==> config.mk <==
export PLATFORM = sky130hd
export DESIGN_NAME = harmonic_phase_sequencer
export DESIGN_NICKNAME = d
export VERILOG_FILES = /design/src/rtl/harmonic_phase_sequencer.sv
export SDC_FILE = /design/constraint.sdc
export NUM_CORES = 1
export LEC_CHECK = 0
export CAP_MARGIN = 20
export CORE_MARGIN = 1
export CORE_UTILIZATION = 31
export DETAILED_ROUTE_END_ITERATION = 10
export PLACE_DENSITY = 0.61
export SYNTH_ARGS = -nofsm -noshare
export SYNTH_HDL_FRONTEND = slang
export SYNTH_SLANG_ARGS = --single-unit
==> constraint.sdc <==
create_clock -name clk -period 4.5 [get_ports clk]
set_clock_uncertainty 0.15 [all_clocks]
set_input_delay 1.125 -clock clk [delete_from_list [all_inputs] [get_ports clk]]
set_output_delay 1.125 -clock clk [all_outputs]
set_load 0.1 [all_outputs]
==> src/rtl/harmonic_phase_sequencer.sv <==
// rtl/harmonic_phase_sequencer.sv - per-sample harmonic phase walker over the sample-position RAM
module harmonic_phase_sequencer #(
  parameter int ADDR_WIDTH = 8,
  parameter int DATA_WIDTH = 16
) (
  input  logic                  clk,
  input  logic                  reset_n,
  input  logic                  sample_start,
  input  logic                  clear_req,
  input  logic [DATA_WIDTH-1:0] freq_inc,
  input  logic [ADDR_WIDTH-1:0] harm_limit,
  output logic [ADDR_WIDTH-1:0] ram_addr,
  output logic [DATA_WIDTH-1:0] ram_din,
  output logic                  ram_we,
  input  logic [DATA_WIDTH-1:0] ram_dout,
  output logic [DATA_WIDTH-1:0] pos_out,
  output logic [ADDR_WIDTH-1:0] harm_out,
  output logic                  pos_valid,
  input  logic                  pos_ready,
  output logic                  busy,
  output logic                  frame_done
);

  typedef enum logic [1:0] {
    S_IDLE  = 2'd0,
    S_RUN   = 2'd1,
    S_CLEAR = 2'd2
  } state_t;

  localparam logic [ADDR_WIDTH:0]   H_ONE    = {{ADDR_WIDTH{1'b0}}, 1'b1};
  localparam logic [ADDR_WIDTH-1:0] CNT_ONE  = {{(ADDR_WIDTH-1){1'b0}}, 1'b1};
  localparam logic [ADDR_WIDTH-1:0] CNT_LAST = {ADDR_WIDTH{1'b1}};

  state_t r_state;
  state_t w_state_nxt;

  // h carries one extra bit so harm_limit = all-ones still terminates
  logic [ADDR_WIDTH:0]   r_h;
  logic [ADDR_WIDTH-1:0] r_cnt;
  logic [DATA_WIDTH-1:0] r_base_inc;
  // harm_inc carries one extra bit so the Nyquist compare never wraps
  logic [DATA_WIDTH:0]   r_harm_inc;
  logic [ADDR_WIDTH-1:0] r_limit;
  logic [DATA_WIDTH-1:0] r_pos_out;
  logic [ADDR_WIDTH-1:0] r_harm_out;
  logic                  r_pos_valid;
  logic                  r_frame_done;

  logic                  w_slot_free;
  logic                  w_stop;
  logic                  w_start;
  logic                  w_clear_go;
  logic                  w_emit;
  logic                  w_end;
  logic [ADDR_WIDTH-1:0] w_ram_addr;
  logic [DATA_WIDTH-1:0] w_ram_din;
  logic                  w_ram_we;

  assign w_slot_free = !r_pos_valid || pos_ready;
  assign w_stop      = (r_h > {1'b0, r_limit}) ||
                       (r_harm_inc[DATA_WIDTH:DATA_WIDTH-1] != 2'b00);

  // State register
  always_ff @(posedge clk or negedge reset_n) begin
    if (!reset_n) begin
      r_state <= S_IDLE;
    end else begin
      r_state <= w_state_nxt;
    end
  end

  // Next-state decode and the combinational RAM port
  always_comb begin
    w_state_nxt = r_state;
    w_ram_addr  = r_h[ADDR_WIDTH-1:0];
    w_ram_din   = '0;
    w_ram_we    = 1'b0;
    w_start     = 1'b0;
    w_clear_go  = 1'b0;
    w_emit      = 1'b0;
    w_end       = 1'b0;
    case (r_state)
      S_IDLE: begin
        // clear wins over a coincident start; the start is simply dropped
        if (clear_req) begin
          w_state_nxt = S_CLEAR;
          w_clear_go  = 1'b1;
        end else if (sample_start) begin
          w_state_nxt = S_RUN;
          w_start     = 1'b1;
        end
      end
      S_RUN: begin
        if (w_slot_free) begin
          if (w_stop) begin
            w_state_nxt = S_IDLE;
            w_end       = 1'b1;
          end else begin
            w_ram_we  = 1'b1;
            w_ram_din = ram_dout + r_harm_inc[DATA_WIDTH-1:0];
            w_emit    = 1'b1;
          end
        end
      end
      S_CLEAR: begin
        w_ram_addr = r_cnt;
        w_ram_we   = 1'b1;
        w_ram_din  = '0;
        if (r_cnt == CNT_LAST) begin
          w_state_nxt = S_IDLE;
        end
      end
      default: begin
        w_state_nxt = S_IDLE;
      end
    endcase
  end

  // Frame counters: harmonic index, accumulated increment and latched frame parameters
  always_ff @(posedge clk or negedge reset_n) begin
    if (!reset_n) begin
      r_h        <= '0;
      r_base_inc <= '0;
      r_harm_inc <= '0;
      r_limit    <= '0;
    end else if (w_start) begin
      r_h        <= '0;
      r_base_inc <= freq_inc;
      r_harm_inc <= {1'b0, freq_inc};
      r_limit    <= harm_limit;
    end else if (w_emit) begin
      r_h        <= r_h + H_ONE;
      r_harm_inc <= r_harm_inc + {1'b0, r_base_inc};
    end
  end

  // Clear sweep address counter
  always_ff @(posedge clk or negedge reset_n) begin
    if (!reset_n) begin
      r_cnt <= '0;
    end else if (w_clear_go) begin
      r_cnt <= '0;
    end else if (r_state == S_CLEAR) begin
      r_cnt <= r_cnt + CNT_ONE;
    end
  end

  // Downstream output slot: load on emit, drop once accepted
  always_ff @(posedge clk or negedge reset_n) begin
    if (!reset_n) begin
      r_pos_out   <= '0;
      r_harm_out  <= '0;
      r_pos_valid <= 1'b0;
    end else if (w_emit) begin
      r_pos_out   <= ram_dout;
      r_harm_out  <= r_h[ADDR_WIDTH-1:0];
      r_pos_valid <= 1'b1;
    end else if (r_pos_valid && pos_ready) begin
      r_pos_valid <= 1'b0;
    end
  end

  // One-cycle end-of-frame pulse
  always_ff @(posedge clk or negedge reset_n) begin
    if (!reset_n) begin
      r_frame_done <= 1'b0;
    end else begin
      r_frame_done <= w_end;
    end
  end

  assign ram_addr   = w_ram_addr;
  assign ram_din    = w_ram_din;
  assign ram_we     = w_ram_we;
  assign pos_out    = r_pos_out;
  assign harm_out   = r_harm_out;
  assign pos_valid  = r_pos_valid;
  assign frame_done = r_frame_done;
  assign busy       = (r_state != S_IDLE);

endmodule

==> reports/results.tsv <==
metric	value	unit
GRT Overall Usage	16.9	%
Slew @ Worst Pin	1.07	ns
Antenna Violating Nets Remaining	0	
final setup vio count	0	
HP Class	flip-flop to flip-flop	
largest net degree at the start of global routing	77	
clock-pin slew on the worst setup and hold paths	0.06	ns
initial antenna violation count	0	
clk_lat worst skew	0.35	ns
total iterations of the first detailed-routing run	4	
final worst slack	0.104	ns
total core area	17200	µm²
Initial Utilization	31.7	%
FF+latch count, synth	86	
hold buffer count at cts	0	
Max Cap Viol	0	
Root Buffer	clkbuf_16	
DP Worst Slack	-0.630	ns
most common cell after layout, fill and taps aside	nand2_1	
most frequent cells in the layout	nand2_1, dfrtp_1, clkdlybuf4s50_1	
gr ovfl total	0	
Ys Warns	0	
Die Wd	135	µm
Inserted Clock Buffers	9	
IO Pins	97	
CP Class	input port to output pin	
Non-Filler Instances	986	
WL/cell	14.9	µm
multi-input logic area	3360	µm²
maximum vdd drop	0.349	mV
Hold Violations, Final	0	
Slew Limit Fails	0	
r2r setup slk	1.45	ns
layout cells sized above 1	19.3	%
total area of sequential cells	2150	µm²
Rows	48	
Placed Instances	964	
fin crit share	97.7	%
crit end category	output pin	
DPL Wire Length	10700	µm
Arr. time, crit path	3.12	ns
Avg Inst Size Synth	8.74	µm²
Syn Std Cell Area	5470	µm²
reg-to-reg startpoint	r_h[7]	
vias per inst	4.94	
ys async rst share	100	%
final WL	14700	µm
EDFF count, synth	0	
diode count	0	
nets	847	
H-tree depth	3	
Pwr per Cell Area	795	nW/µm²
DIE AREA	18200	µm²
area of placed instances	7180	µm²
distinct cell type count after synthesis	61	
CTS tree	done	
DR DRC count	0	
GPL Wtd Cong	0.817	
clk sinks	86	
fillers	1674	
top_reg_cell synth	dfrtp_1	
Critical Path RT	3.22	ns
routed vias	4874	
f_max	227	MHz
PortBufs	96	
status	finished clean	
die height	135	µm
final instance area	7710	µm²
Area Growth Syn to Fin	41.0	%
Iteration-0 DRC Markers	325	
Max-slew headroom	28.5	%
Max FO, Critical Path	5	
vias in the first global route	4813	
Syn Inst Count	625	
RR Endpoint	r_h[7]	
CP startpoint kind	input port	
hold_ws	0.320	ns
clock buffer depth	2	
global-route wire length before repair	23800	µm
Setup crit end	ram_din[15]	
Post-Route Setup TNS	0	ns
sequential area share after synthesis	39.4	%
Tmin final	4.40	ns
Post-Syn Nets	716	
CP startpoint	ram_dout[12]	
leak pwr	3.59	nW
R2R depth	9	
-- area by class of cell --
type	count	area share (%)
clock buffers	11	3.15
clock inverters	5	0.763
inverters	23	1.12
multi-input cells	490	43.6
flip-flops and latches	86	27.9
well taps	225	3.65
repair buffers	146	19.8
-- worst min-delay path by stage --
stage,startpoint,end,slack [ns],cells past startpoint
floorplan,r_limit[0],r_limit[0],0.30,2
global placement,pos_out[1],pos_out[1],0.31,2
detailed placement,harm_out[3],harm_out[3],0.31,2
CTS,harm_out[3],harm_out[3],0.33,2
global route,pos_out[15],pos_out[15],0.34,2
finish,harm_out[3],harm_out[3],0.32,2
-- critical path, cell delays in order --
cell           delay, ns
dlygate4sd2_1       0.27
ha_1                0.32
buf_4               0.17
and4_1              0.20
nor2_1              0.08
o21ai_0             0.09
a21oi_1             0.21
nor4_1              0.09
buf_4               0.14
nor3b_4             0.22
buf_12              0.21
-- sequential cells by signal (all words and copies together), names as in the netlist --
| register | cells |
|---|---|
| r_state | 2 |
| pos_valid | 1 |
| r_cnt | 8 |
| harm_out | 8 |
| r_base_inc | 16 |
| pos_out | 16 |
| r_limit | 8 |
| r_h | 9 |
| frame_done | 1 |
| r_harm_inc | 17 |
-- what timing repair did --
item                                    CTS  global route
endpoints found under the setup margin   10             5
pin swaps                                20             9
setup buffers                             5             0
resized for setup                        38            12
-- metal layers --
layer	share of wire, %	up-vias	GRT usage [%]	routed length [µm]
met5	0	-	0	0
met3	3.3	18	2.70	490
met1	47	2328	22.2	6990
met4	2.0	0	6.74	290
met2	47	90	27.7	6950
li1	-	2438	-	-
-- through the flow --
step | util [%] | total power, mW
floorplan | - | 4.12
global placement | 41.6 | 5.15
detailed placement | 41.6 | 5.20
CTS | 44.3 | 6.13
global route | 44.7 | 6.57
finish | 44.7 | 6.13
-- cells by family (layout without fill, tap and decap cells) --
kind of cell | Yosys count | after routing | synth area share (%)
buffers and inverters | 49 | 185 | 3.75
DFF | 86 | 86 | 39.4
adders and majority gates | 46 | 46 | 10.8
and+or+nand+nor | 260 | 260 | 20.7
xor gates and xnor gates | 28 | 28 | 4.49
AOI/OAI and AO/OA | 135 | 135 | 16.8
muxes | 21 | 21 | 4.05
-- report_power, final --
group,switching (mW),internal [mW],total (mW)
Sequential,0.222,1.06,1.29
Clock,0.327,0.446,0.773
Combinational,2.54,1.52,4.07
-- cell usage after synthesis (4+ instances only) --
master | instances | area, µm²
a2bb2oi_1 | 4 | 35.0
ha_1 | 44 | 551
or3_1 | 5 | 31.3
and3_1 | 6 | 37.5
nor2_1 | 40 | 150
nand4_1 | 6 | 37.5
nor2b_1 | 4 | 25.0
nor3_1 | 12 | 60.1
inv_1 | 23 | 86.3
mux2_2 | 9 | 101
nand3_1 | 10 | 50.1
a31oi_1 | 6 | 37.5
xor2_1 | 14 | 123
buf_1 | 4 | 15.0
o21ai_0 | 37 | 185
clkbuf_1 | 15 | 56.3
buf_2 | 5 | 25.0
a211oi_1 | 9 | 67.6
mux2i_1 | 12 | 120
o21bai_1 | 4 | 30.0
xnor2_1 | 14 | 123
o21a_1 | 6 | 45.0
a21oi_1 | 29 | 145
and2_1 | 4 | 25.0
nand2_1 | 159 | 597
dfrtp_1 | 86 | 2150
a21o_1 | 7 | 52.6
(Power assumes the default switching activity.)
